--- src/rtl/imem_loader.sv ---
// Boot-time instruction memory loader: assembles a length-prefixed byte stream into
// 16-bit words, writes them to consecutive addresses and releases the core on a good checksum.
module imem_loader #(
    parameter int unsigned ADDR_WIDTH = 16,
    parameter int unsigned BASE_ADDR  = 0,
    parameter int unsigned MAX_WORDS  = 256
) (
    input  logic                  clk,
    input  logic                  reset,
    input  logic                  start,
    input  logic [7:0]            in_data,
    input  logic                  in_valid,
    output logic                  in_ready,
    output logic                  wr_en,
    output logic [ADDR_WIDTH-1:0] wr_addr,
    output logic [15:0]           wr_data,
    output logic                  core_hold,
    output logic [15:0]           words_loaded,
    output logic                  done,
    output logic                  error
);

    localparam int unsigned WORD_W = 16;

    typedef enum logic [3:0] {
        IDLE, LEN_HI, LEN_LO, DATA_HI, DATA_LO, CSUM_HI, CSUM_LO, CHECK, DONE, ERROR
    } state_t;

    state_t                state, state_nxt;
    logic [7:0]            hi_buf, hi_buf_nxt;
    logic [WORD_W-1:0]     len, len_nxt;
    logic [WORD_W-1:0]     csum, csum_nxt;
    logic [WORD_W-1:0]     rx_csum, rx_csum_nxt;
    logic                  in_ready_nxt, wr_en_nxt, core_hold_nxt, done_nxt, error_nxt;
    logic [ADDR_WIDTH-1:0] wr_addr_nxt;
    logic [WORD_W-1:0]     wr_data_nxt, words_nxt;
    logic                  xfer_c;
    logic [WORD_W-1:0]     stream_word_c;

    assign xfer_c        = in_valid & in_ready;
    assign stream_word_c = {hi_buf, in_data};

    // State and output registers
    always_ff @(posedge clk) begin
        if (reset) begin
            state        <= IDLE;
            hi_buf       <= '0;
            len          <= '0;
            csum         <= '0;
            rx_csum      <= '0;
            in_ready     <= 1'b0;
            wr_en        <= 1'b0;
            wr_addr      <= ADDR_WIDTH'(BASE_ADDR);
            wr_data      <= '0;
            core_hold    <= 1'b1;
            words_loaded <= '0;
            done         <= 1'b0;
            error        <= 1'b0;
        end else begin
            state        <= state_nxt;
            hi_buf       <= hi_buf_nxt;
            len          <= len_nxt;
            csum         <= csum_nxt;
            rx_csum      <= rx_csum_nxt;
            in_ready     <= in_ready_nxt;
            wr_en        <= wr_en_nxt;
            wr_addr      <= wr_addr_nxt;
            wr_data      <= wr_data_nxt;
            core_hold    <= core_hold_nxt;
            words_loaded <= words_nxt;
            done         <= done_nxt;
            error        <= error_nxt;
        end
    end

    // Next-state and next-output logic; the address advances on the edge after each strobe
    always_comb begin
        state_nxt     = state;
        hi_buf_nxt    = hi_buf;
        len_nxt       = len;
        csum_nxt      = csum;
        rx_csum_nxt   = rx_csum;
        wr_en_nxt     = 1'b0;
        wr_addr_nxt   = wr_en ? wr_addr + ADDR_WIDTH'(1) : wr_addr;
        wr_data_nxt   = wr_data;
        core_hold_nxt = core_hold;
        words_nxt     = words_loaded;
        done_nxt      = done;
        error_nxt     = error;

        case (state)
            IDLE, DONE, ERROR: begin
                if (start) begin
                    state_nxt     = LEN_HI;
                    core_hold_nxt = 1'b1;
                    done_nxt      = 1'b0;
                    error_nxt     = 1'b0;
                    words_nxt     = '0;
                    csum_nxt      = '0;
                    wr_addr_nxt   = ADDR_WIDTH'(BASE_ADDR);
                end
            end
            LEN_HI: begin
                if (xfer_c) begin
                    hi_buf_nxt = in_data;
                    state_nxt  = LEN_LO;
                end
            end
            LEN_LO: begin
                if (xfer_c) begin
                    len_nxt = stream_word_c;
                    if (32'(stream_word_c) > MAX_WORDS) begin
                        state_nxt = ERROR;
                        error_nxt = 1'b1;
                    end else if (stream_word_c == '0) begin
                        state_nxt = CSUM_HI;
                    end else begin
                        state_nxt = DATA_HI;
                    end
                end
            end
            DATA_HI: begin
                if (xfer_c) begin
                    hi_buf_nxt = in_data;
                    state_nxt  = DATA_LO;
                end
            end
            DATA_LO: begin
                if (xfer_c) begin
                    wr_data_nxt = stream_word_c;
                    wr_en_nxt   = 1'b1;
                    csum_nxt    = csum ^ stream_word_c;
                    words_nxt   = words_loaded + WORD_W'(1);
                    state_nxt   = (words_loaded + WORD_W'(1) == len) ? CSUM_HI : DATA_HI;
                end
            end
            CSUM_HI: begin
                if (xfer_c) begin
                    hi_buf_nxt = in_data;
                    state_nxt  = CSUM_LO;
                end
            end
            CSUM_LO: begin
                if (xfer_c) begin
                    rx_csum_nxt = stream_word_c;
                    state_nxt   = CHECK;
                end
            end
            CHECK: begin
                if (rx_csum == csum) begin
                    state_nxt     = DONE;
                    done_nxt      = 1'b1;
                    core_hold_nxt = 1'b0;
                end else begin
                    state_nxt     = ERROR;
                    error_nxt     = 1'b1;
                    core_hold_nxt = 1'b1;
                end
            end
            default: state_nxt = IDLE;
        endcase

        in_ready_nxt = (state_nxt == LEN_HI)  || (state_nxt == LEN_LO)  ||
                       (state_nxt == DATA_HI) || (state_nxt == DATA_LO) ||
                       (state_nxt == CSUM_HI) || (state_nxt == CSUM_LO);
    end

endmodule

--- config.mk ---
export PLATFORM = sky130hd
export DESIGN_NAME = imem_loader
export DESIGN_NICKNAME = d
export VERILOG_FILES = /design/src/rtl/imem_loader.sv
export SDC_FILE = /design/constraint.sdc
export NUM_CORES = 1
export LEC_CHECK = 0
export CAP_MARGIN = 5
export CORE_MARGIN = 1
export CORE_UTILIZATION = 30
export CTS_BUF_LIST = sky130_fd_sc_hd__clkbuf_8 sky130_fd_sc_hd__clkbuf_16
export DETAILED_ROUTE_END_ITERATION = 10
export GPL_TIMING_DRIVEN = 0
export PLACE_DENSITY = 0.52
export SKIP_LAST_GASP = 1
export SLEW_MARGIN = 20
export SYNTH_ARGS = -nofsm -noshare
export SYNTH_HDL_FRONTEND = slang
export SYNTH_SLANG_ARGS = --single-unit
--- constraint.sdc ---
create_clock -name clk -period 2.3 [get_ports clk]
set_input_delay 0.69 -clock clk [delete_from_list [all_inputs] [get_ports clk]]
set_output_delay 0.69 -clock clk [all_outputs]
set_load 0.02 [all_outputs]
## Word-level counts from Yosys, hierarchy flattened

Index checks and enable logic that the tools add are counted.

- Order comparisons: 1
- Reduce and logical (&&, ||, !) cells: 21
- Muxes and demuxes: 31
- Div/mod/pow operators: 0
- Bitwise logic cells: 3
- Add/subtract/negate cells: 2
- Shifts and indexed selects: 0
- $mul: 0
- Equality and inequality tests: 23

Operators by type and width:

| operator | number |
|---|---|
| $mux 16 | 6 |
| $pmux 16 s2 | 2 |
| $add 16x1->16 const B | 2 |
| $eq 16x16->1 | 2 |
| $mux 4 | 8 |
| $pmux 4 s8 | 1 |
| $eq 4x3->1 const B | 7 |
| $eq 4x2->1 const B | 4 |
| $gt 16x9->1 const B | 1 |
| $logic_not 16->1 | 1 |
| $xor 16x16->16 | 1 |
| $ne 2x2->1 const B | 6 |
| $reduce_and 2->1 | 5 |
| $mux 1 | 9 |
| $eq 4x1->1 const B | 2 |
| $eq 4x4->1 const B | 2 |
| $mux 3 | 2 |
| $reduce_and 3->1 | 2 |
| $reduce_or 3->1 | 2 |
| $logic_or 1x1->1 | 5 |
| $reduce_and 5->1 | 1 |
| $logic_not 4->1 | 1 |
| $pmux 1 s2 | 2 |
| $reduce_bool 2->1 | 2 |
| 5 further kinds | 5 |

- Bits in latches: 0
- Output and inout port bits: 53
- Bits in read-only memories: 0
- RAM bits: 0
- Bits of input ports: 12
- Register bits after elaboration: 113
- Memories: 0

## Depth between registers and ports, before layout

Gate-level depths: netlist of the first run.

- Depth in word-level cells: 11
- Mapped depth: 8
- Gate-level depth less buffers: 7

## Least setup slack after synthesis of the first run

No wires, ideal clock.

- Path kind: register to register
- Start point: register words_loaded[0]
- End point: register state[1]
- Path buffers: 0
- Slack: 184 ps
- Required time: 2161 ps
- Arrival time: 1976 ps
- Cell stages (with the launch flop): 8
- Period minus slack after synthesis: 2116 ps
- Cell sequence: dfxtp_1 ha_1 and3_4 nand3_1 nor4_2 xnor2_1 nor4_1 a221oi_1

- Longest elaborated chain between the ends: 5

RTL lines:

| element | line | text |
|---|---|---|
| start: declaration | 18 | `output logic [15:0] words_loaded,` |
| start signal: assignment | 70 | `words_loaded <= words_nxt;` |
| $add 16x1->16 | 134 | `state_nxt = (words_loaded + WORD_W'(1) == len) ? CSUM_HI : DATA_HI;` |
| $eq 16x16->1 | 134 |  |
| $mux 3 | 134 |  |
| $mux 4 | 129 | `if (xfer_c) begin` |
| $pmux 4 s8 | 91 | `case (state)` |
| end signal: assignment | 60 | `state <= state_nxt;` |
| end: declaration | 29 | `state_t state, state_nxt;` |

No other way between the ends.
A chain may end at the register's enable or synchronous reset.

## Worst setup path in the final report of the first run

- Start point: register words_loaded[13]
- End point: output words_loaded[13]

No word-level cell between the ends.

==> results of run 1 <==
-- power groups by stage --
stage	logic (mW)	clock network (mW)	registers [mW]
floorplan	0.262	0	2.07
global placement	0.409	0	2.07
detailed placement	0.412	0	2.07
CTS	0.415	2.65	2.03
global route	0.469	2.76	2.03
finish	0.421	2.61	2.03
-- state kept, by name, summed over array words and instances, names as in the netlist, 4 cells and up --
name	flops
wr_data	16
len	16
csum	16
rx_csum	16
hi_buf	8
wr_addr	16
words_loaded	16
state	4
-- cells by family after synthesis --
kind of cell,share of synthesized area [%]
buffers and inverters,2.960
AOI/OAI and AO/OA,11.79
and+or+nand+nor,26.69
muxes,2.135
DFF,43.87
adders and majority gates,0.4852
xor gates and xnor gates,12.06
-- synth_stat cells (all sizes together), types with 2 or more instances --
library cell  instances
nand2               141
dfxtp               113
nor2                 72
a21oi                65
xor2                 51
clkbuf               25
xnor2                20
nand3                18
o21ai                15
nor4                 14
mux2i                11
nor3                 11
buf                  10
and3                  9
nand4                 8
and2                  5
a311oi                4
nand2b                4
nand3b                4
nor2b                 4
a31oi                 3
nor3b                 3
a221oi                2
a32oi                 2
and4                  2
ha                    2
o211ai                2
o21a                  2
o41ai                 2
-- final timing paths --
check             depth (start not counted)                          start                      end  slack [ns]
hold / removal                            2        wr_data[2]$_SDFFE_PP0P_  wr_data[2]$_SDFFE_PP0P_        0.46
setup reg to reg                          6   words_loaded[1]$_SDFFE_PP0P_      state[1]$_SDFF_PP0_        0.11
hold reg to reg                           2        wr_data[2]$_SDFFE_PP0P_  wr_data[2]$_SDFFE_PP0P_        0.46
setup / recovery                          1  words_loaded[13]$_SDFFE_PP0P_         words_loaded[13]        0.06
-- stage by stage --
stage / hold WS (ns) / TNS [ns] / std cells
4_1_cts: 0.4585 / 0 / 955
3_5_place_dp: 0.4465 / -40.55 / 922
3_3_place_gp: 0.4458 / -37.64 / 922
2_1_floorplan: 0.4481 / 0 / 639
5_1_grt: 0.4857 / -0.07292 / 953
6_report: 0.4565 / 0 / 953
-- metal layers --
| metal | GRT usage [%] | up-vias | share of wire, % |
|---|---|---|---|
| met3 | 3.729 | 14 | 4.1 |
| li1 | - | 2339 | - |
| met1 | 22.44 | 2196 | 47 |
| met5 | 0 | - | 0 |
| met2 | 27.75 | 89 | 47 |
| met4 | 6.755 | 0 | 1.3 |
-- cell type report --
cell class,count,area (sq um)
fill,1676,9957
multi-input combinational,490,2819
sequential,113,2263
timing repair buffer,64,638.1
clock buffer,21,480.5
tap,220,275.3
buffer,33,151.4
clock inverter,11,112.6
inverter,1,3.754
-- timing repair --
| item | 4_1_cts | 5_1_grt |
|---|---|---|
| pin swaps | 2 | 0 |
| endpoints found under the setup margin | 56 | 77 |
| gates resized for setup | 18 | 18 |
| buffers inserted | 1 | 0 |
-- cells in the final DEF (no fill, tap or decap), types with 5 or more instances in the layout --
cell type,synthesis,final
sky130_fd_sc_hd__mux2i_1,11,11
sky130_fd_sc_hd__nand3_1,17,17
sky130_fd_sc_hd__clkbuf_2,2,6
sky130_fd_sc_hd__nor3_1,10,9
sky130_fd_sc_hd__clkbuf_1,23,17
sky130_fd_sc_hd__clkdlybuf4s50_1,0,51
sky130_fd_sc_hd__o21ai_0,15,15
sky130_fd_sc_hd__nor4_1,13,11
sky130_fd_sc_hd__nand2_1,139,138
sky130_fd_sc_hd__xor2_1,51,51
sky130_fd_sc_hd__and2_1,5,5
sky130_fd_sc_hd__and3_1,5,5
sky130_fd_sc_hd__dfxtp_1,113,112
sky130_fd_sc_hd__clkbuf_16,0,17
sky130_fd_sc_hd__dlygate4sd2_1,0,8
sky130_fd_sc_hd__xnor2_1,20,20
sky130_fd_sc_hd__nand4_1,8,8
sky130_fd_sc_hd__a21oi_1,65,65
sky130_fd_sc_hd__nor2_1,70,69
==> qor.log, run 1 <==
[synthesis] Yosys warning count 0
[clock_tree] CTS tree built
[floorplanning] FP Rows 47
[routing] post-DR wirelength/cell 15.42 um
[timing] Worst Tran Pin Value 0.6859 ns
[clock_tree] Num CTS Buffers 17
[global_routing] Tot GR Track Use 17.22%
[setup_path] nature of the critical path startpoint flip-flop
[pwr] maximum vdd ir drop 0.5441 mV
[synthesis] count of different cell masters after synthesis 54
[status] result of the run finished, final reports clean
[routing] First-pass DRT Iterations 5
[pwr] clock group share of total power 51.6%
[synthesis] area of the mapped netlist 5156 sq um
[cells_and_area] number of antenna cells inserted 0
[global_routing] largest net degree at the start of global routing 17
[synthesis] commonest register cell after synthesis sky130_fd_sc_hd__dfxtp_1
[run] number of violations of the max-capacitance limit 0
[setup_path] Slowest Stage Delay on Critical Path 0.66 ns
[global_routing] initial antenna violation count 0
[timing] headroom to the max-slew limit 54.27%
[timing] Fmax achieved 0.4461 GHz
[floorplanning] core area 16700 sq um
[synthesis] Synth Instances 639
[clock_tree] quantity of hold-fixing buffers added after cts 0
[global_routing] remaining global-route overflow 0
[clock_tree] root buf cell sky130_fd_sc_hd__clkbuf_16
[setup_path] type of the worst setup path flip-flop to output port
[pwr] Pwr per Cell Area 749.7 nW/um^2
[timing] final worst clock skew 0.004265 ns
[timing] number of slew-limit violations in the final report 0
[synthesis] post-synth top area cell sky130_fd_sc_hd__dfxtp_1
[setup_path] ordered list of cells on the worst path clkdlybuf4s50_1
[synthesis] async set-reset flop share out of synthesis 0%
[setup_path] maximum fanout along the worst path 7
[synthesis] number of flip-flops and latches in the synthesized netlist 113
[pwr] Switching Power 1.231 mW
[setup_path] required time at the endpoint of the critical path 1.61 ns
[routing] Starting DRT DRC Count 296
[timing] crit path time final 2.242 ns
[routing] detailed-route DRC error count 0
[floorplanning] Die Height 133.1 um
[timing] Final Worst Setup Slack 0.05838 ns
[global_routing] number of global-route vias before repair 4378
[pwr] proportion of power drawn by flip-flops and latches 40.1%
[floorplanning] number of top-level pins 65
[routing] final wirelength 14700 um
[synthesis] synthesized net count 653
[cells_and_area] final instance area 6744 sq um
[pwr] static leakage power 2.504 nW
[cells_and_area] final net count 734
[floorplanning] initial core utilization 30.87%
[timing] part of the cycle the worst path needs 97.46%
[pwr] overall power 5.056 mW
[cells_and_area] signed area change from the synthesized netlist to the final layout 30.79%
[setup_path] Crit path buffers/inverters 1
[floorplanning] Horiz. Die Dim 133.1 um
[place] Post-Place Cell Area 6062 sq um
[global_routing] first-pass GRT wire length 23400 um
[place] worst setup slack after placement -0.5953 ns
[routing] via count normalized by instance count 4.867
[setup_path] worst endpoint data arrival time 1.55 ns
[floorplanning] overall die area 17720 sq um
[timing] setup repair after global routing missed its margin true
[synthesis] Area contributors post-synth sky130_fd_sc_hd__dfxtp_1 44%, sky130_fd_sc_hd__nand2_1 10%, sky130_fd_sc_hd__xor2_1 8.7%
[cells_and_area] post-route core utilization 40.38%
[synthesis] number of synthesized flops with an enable pin 0
[synthesis] sequential area share after synthesis 43.87%
[routing] post-route ant nets 0
[clock_tree] clock transition at the registers of the reported paths 0.05 ns
[place] final weighted congestion of routability-driven global placement 0.8444
[cells_and_area] fraction of final layout cells with drive strength greater than 1 8.868%
[clock_tree] Clk Latency, worst-skew pair 0.41 ns
[setup_path] kind of cell adding the most delay to the critical path buffers and inverters
[pwr] internal power 3.825 mW
[hold_path] class of the most critical hold timing path flip-flop to flip-flop
[timing] total of endpoints with negative setup slack in the final report 0
[clock_tree] number of sinks handled by clock tree synthesis 113
[clock_tree] count of H-tree levels built during CTS 4
[clock_tree] CTS max path bufs 2
[place] count of input and output buffers 63
[setup_path] type of element capturing the critical path output port
[setup_path] critical-path cell with the highest stage delay sky130_fd_sc_hd__clkdlybuf4s50_1
[synthesis] Post-Synthesis Mean Instance Area 8.069 sq um
[timing] count of final hold-check violations 0
[pwr] Switching Share 24.34%
[synthesis] proportion of netlist area held by the largest area contributor 43.87%
[pwr] relative contribution of combinational cells to total power 8.3%
[routing] total via count after detailed routing 4638
[place] HPWL Detailed 10550 um
Note: power is estimated with default switching activity, not from simulation.
==> inputs of run 2 (changes only) <==
CAP_MARGIN = default   (was 5)
==> results of run 2 <==
No change in the layout: final DEF, timing and power equal those of run 1.
==> inputs of run 3 (changes only) <==
CTS_CLUSTER_DIAMETER = 200   (was default)
SETUP_SLACK_MARGIN = 0.2   (was default)
==> qor.log, run 3 (synthesis gave the netlist of run 1 again) <==
[clock_tree] clock transition at the registers of the reported paths 0.05 ns [about the same]
[pwr] Switching Power 1.250 mW [was 1.231 mW]
[clock_tree] quantity of hold-fixing buffers added after cts 0 [unchanged]
[floorplanning] initial core utilization 30.87% [unchanged]
[setup_path] maximum fanout along the worst path 6 [was 7]
[routing] detailed-route DRC error count 0 [unchanged]
[cells_and_area] area occupied by registers 2265 sq um [was 2263 sq um]
[setup_path] Slowest Stage Delay on Critical Path 0.38 ns [was 0.66 ns]
[setup_path] required time at the endpoint of the critical path 2.62 ns [was 1.61 ns]
[place] final weighted congestion of routability-driven global placement 0.8504 [was 0.8444]
[pwr] static leakage power 2.824 nW [was 2.504 nW]
[setup_path] nature of the critical path startpoint input port [was flip-flop]
[timing] final worst clock skew 0.006664 ns [was 0.004265 ns]
[setup_path] worst endpoint data arrival time 2.45 ns [was 1.55 ns]
[cells_and_area] fraction of final layout cells with drive strength greater than 1 11.04% [was 8.868%]
[pwr] relative contribution of combinational cells to total power 7.9% [was 8.3%]
[cells_and_area] combined area of the multi-input logic cells 2861 sq um [was 2819 sq um]
[cells_and_area] most frequent cells in the layout 138 x sky130_fd_sc_hd__nand2_1, 111 x sky130_fd_sc_hd__dfxtp_1, 69 x sky130_fd_sc_hd__nor2_1, 65 x sky130_fd_sc_hd__a21oi_1, 51 x sky130_fd_sc_hd__xor2_1 [was 138 x sky130_fd_sc_hd__nand2_1, 112 x sky130_fd_sc_hd__dfxtp_1, 69 x sky130_fd_sc_hd__nor2_1, 65 x sky130_fd_sc_hd__a21oi_1]
[clock_tree] Num CTS Buffers 17 [unchanged]
[pwr] proportion of power drawn by flip-flops and latches 36.6% [was 40.1%]
[run] number of violations of the max-capacitance limit 0 [unchanged]
[clock_tree] Clk Latency, worst-skew pair 0.41 ns [about the same]
[routing] final wirelength 15090 um [was 14700 um]
[global_routing] largest net degree at the start of global routing 17 [unchanged]
[setup_path] type of element capturing the critical path flip-flop [was output port]
[global_routing] number of global-route vias before repair 4494 [was 4378]
[routing] routed length on met3 720 um [was 603 um]
[pwr] clock group share of total power 55.6% [was 51.6%]
[routing] Met2 Wirelength 6808 um [was 6931 um]
[routing] First-pass DRT Iterations 5 [unchanged]
[setup_path] Crit path buffers/inverters 1 [unchanged]
[global_routing] initial antenna violation count 0 [unchanged]
[clock_tree] count of H-tree levels built during CTS 4 [unchanged]
[place] HPWL Detailed 10760 um [was 10550 um]
[timing] setup repair after global routing missed its margin true [unchanged]
[global_routing] remaining global-route overflow 0 [unchanged]
[cells_and_area] final net count 744 [was 734]
[routing] routed length on met1 7047 um [was 6964 um]
[routing] post-DR wirelength/cell 15.67 um [was 15.42 um]
[cells_and_area] Filler Cells Inserted 1706 [was 1676]
[timing] sum of negative setup slack 0 ns [unchanged]
[floorplanning] core area 16700 sq um [unchanged]
[setup_path] critical-path cell with the highest stage delay sky130_fd_sc_hd__o32a_1 [was sky130_fd_sc_hd__clkdlybuf4s50_1]
[routing] post-route ant nets 0 [unchanged]
[routing] total via count after detailed routing 4724 [was 4638]
[floorplanning] number of top-level pins 65 [unchanged]
[timing] number of slew-limit violations in the final report 0 [unchanged]
[timing] crit path time final 2.131 ns [was 2.242 ns]
[status] result of the run finished, final reports clean [unchanged]
[global_routing] Tot GR Track Use 17.76% [was 17.22%]
[routing] max layer used met4 [unchanged]
[pwr] Switching Share 22.55% [was 24.34%]
[floorplanning] FP Rows 47 [unchanged]
[timing] total of endpoints with negative setup slack in the final report 0 [unchanged]
[clock_tree] number of sinks handled by clock tree synthesis 113 [unchanged]
[setup_path] type of the worst setup path input port to flip-flop [was flip-flop to output port]
[setup_path] kind of cell adding the most delay to the critical path simple AND/OR/NAND/NOR gates [was buffers and inverters]
[pwr] internal power 4.293 mW [was 3.825 mW]
[floorplanning] Die Height 133.1 um [unchanged]
[cells_and_area] signed area change from the synthesized netlist to the final layout 34.68% [was 30.79%]
[pwr] Pwr per Cell Area 798.3 nW/um^2 [was 749.7 nW/um^2]
[floorplanning] overall die area 17720 sq um [unchanged]
[place] count of input and output buffers 63 [unchanged]
[routing] Starting DRT DRC Count 333 [was 296]
[cells_and_area] number of antenna cells inserted 0 [unchanged]
[hold_path] class of the most critical hold timing path flip-flop to flip-flop [unchanged]
[timing] part of the cycle the worst path needs 92.63% [was 97.46%]
[timing] headroom to the max-slew limit 54.44% [was 54.27%]
[clock_tree] CTS max path bufs 2 [unchanged]
[cells_and_area] leading cell type in the layout, fill and taps excluded sky130_fd_sc_hd__nand2_1 [unchanged]
[clock_tree] CTS tree built [unchanged]
[timing] Worst Hold Slack 0.4547 ns [was 0.4565 ns]
[clock_tree] root buf cell sky130_fd_sc_hd__clkbuf_16 [unchanged]
[pwr] overall power 5.543 mW [was 5.056 mW]
[timing] count of final hold-check violations 0 [unchanged]
[global_routing] first-pass GRT wire length 24150 um [was 23400 um]
[pwr] maximum vdd ir drop 0.4951 mV [was 0.5441 mV]
[floorplanning] Horiz. Die Dim 133.1 um [unchanged]
[timing] Worst Tran Pin Value 0.6834 ns [was 0.6859 ns]
[routing] via count normalized by instance count 4.906 [was 4.867]
[timing] Fmax achieved 0.4694 GHz [was 0.4461 GHz]
[setup_path] ordered list of cells on the worst path dlygate4sd2_1 > nor4_2 > nand2_1 > xnor2_1 > o32a_1 > and3_2 > a221oi_1 [was clkdlybuf4s50_1]
==> run 3: cell count changes in the layout (fill, tap and decap cells not counted), moves of 3 or more <==
| cell | before | now |
|---|---|---|
| sky130_fd_sc_hd__dlymetal6s2s_1 | 4 | 7 |
| sky130_fd_sc_hd__dlygate4sd2_1 | 8 | 36 |
| sky130_fd_sc_hd__clkbuf_4 | 1 | 4 |
| sky130_fd_sc_hd__buf_4 | 4 | 14 |
| sky130_fd_sc_hd__bufinv_16 | 2 | 7 |
| sky130_fd_sc_hd__clkbuf_8 | 4 | 1 |
| sky130_fd_sc_hd__clkinvlp_4 | 4 | 1 |
| sky130_fd_sc_hd__clkbuf_1 | 17 | 13 |
| sky130_fd_sc_hd__clkdlybuf4s50_1 | 51 | 20 |
==> run 3: area by class of cell <==
class	instances	share of cell area, %
multi-input cells	490	41.21
flip-flops and latches	113	32.61
repair buffers	72	9.658
clock buffers	18	6.324
well taps	220	3.964
clock inverters	14	3.514
plain buffers	35	2.667
inverters	1	0.05405
==> run 3: per-layer routing <==
layer | track usage [%] | up-vias
li1 | - | 2355
met1 | 23.02 | 2219
met2 | 27.89 | 114
met3 | 3.729 | 36
met4 | 9.028 | 0
met5 | 0 | -
==> run 3: power by group through the flow <==
stage,Clock (mW),Combinational (mW),Sequential [mW]
floorplan,0,0.262,2.07
global placement,0,0.409,2.07
global route,3.22,0.488,2.03
detailed placement,0,0.412,2.07
finish,3.08,0.436,2.03
CTS,3.12,0.421,2.03
==> run 3: metrics by stage <==
step	cell area (sq um)	utilization [%]	std cells	setup WS, ns
detailed placement	6063	36.31	922	-0.5683
floorplan	5157	-	639	0.2329
finish	6944	41.58	963	0.1695
CTS	6799	40.71	955	0.1311
global placement	6063	36.31	922	-0.5701
global route	6944	41.58	963	0.04897
==> run 3: timing repair <==
action                                  4_1_cts  5_1_grt
gates resized for setup                      60       36
cloned                                        0        0
buffers inserted                              1        8
pin swaps                                     2        6
endpoints found under the setup margin      111       89
==> run 3: worst paths after layout <==
kind                                startpoint                   to  slack, ns  cells after the start
hold reg to reg              done$_SDFFE_PP0P_    done$_SDFFE_PP0P_       0.45                      2
hold / removal               done$_SDFFE_PP0P_    done$_SDFFE_PP0P_       0.45                      2
setup reg to reg  words_loaded[4]$_SDFFE_PP0P_  state[1]$_SDFF_PP0_       0.24                      5
setup / recovery                    in_data[4]  state[1]$_SDFF_PP0_       0.17                      7
==> run 3: worst min-delay path, stage by stage, from the launching register on <==
cell,delay (ns)
sky130_fd_sc_hd__dfxtp_1,0.30
sky130_fd_sc_hd__nand2_1,0.05
sky130_fd_sc_hd__a21oi_1,0.05
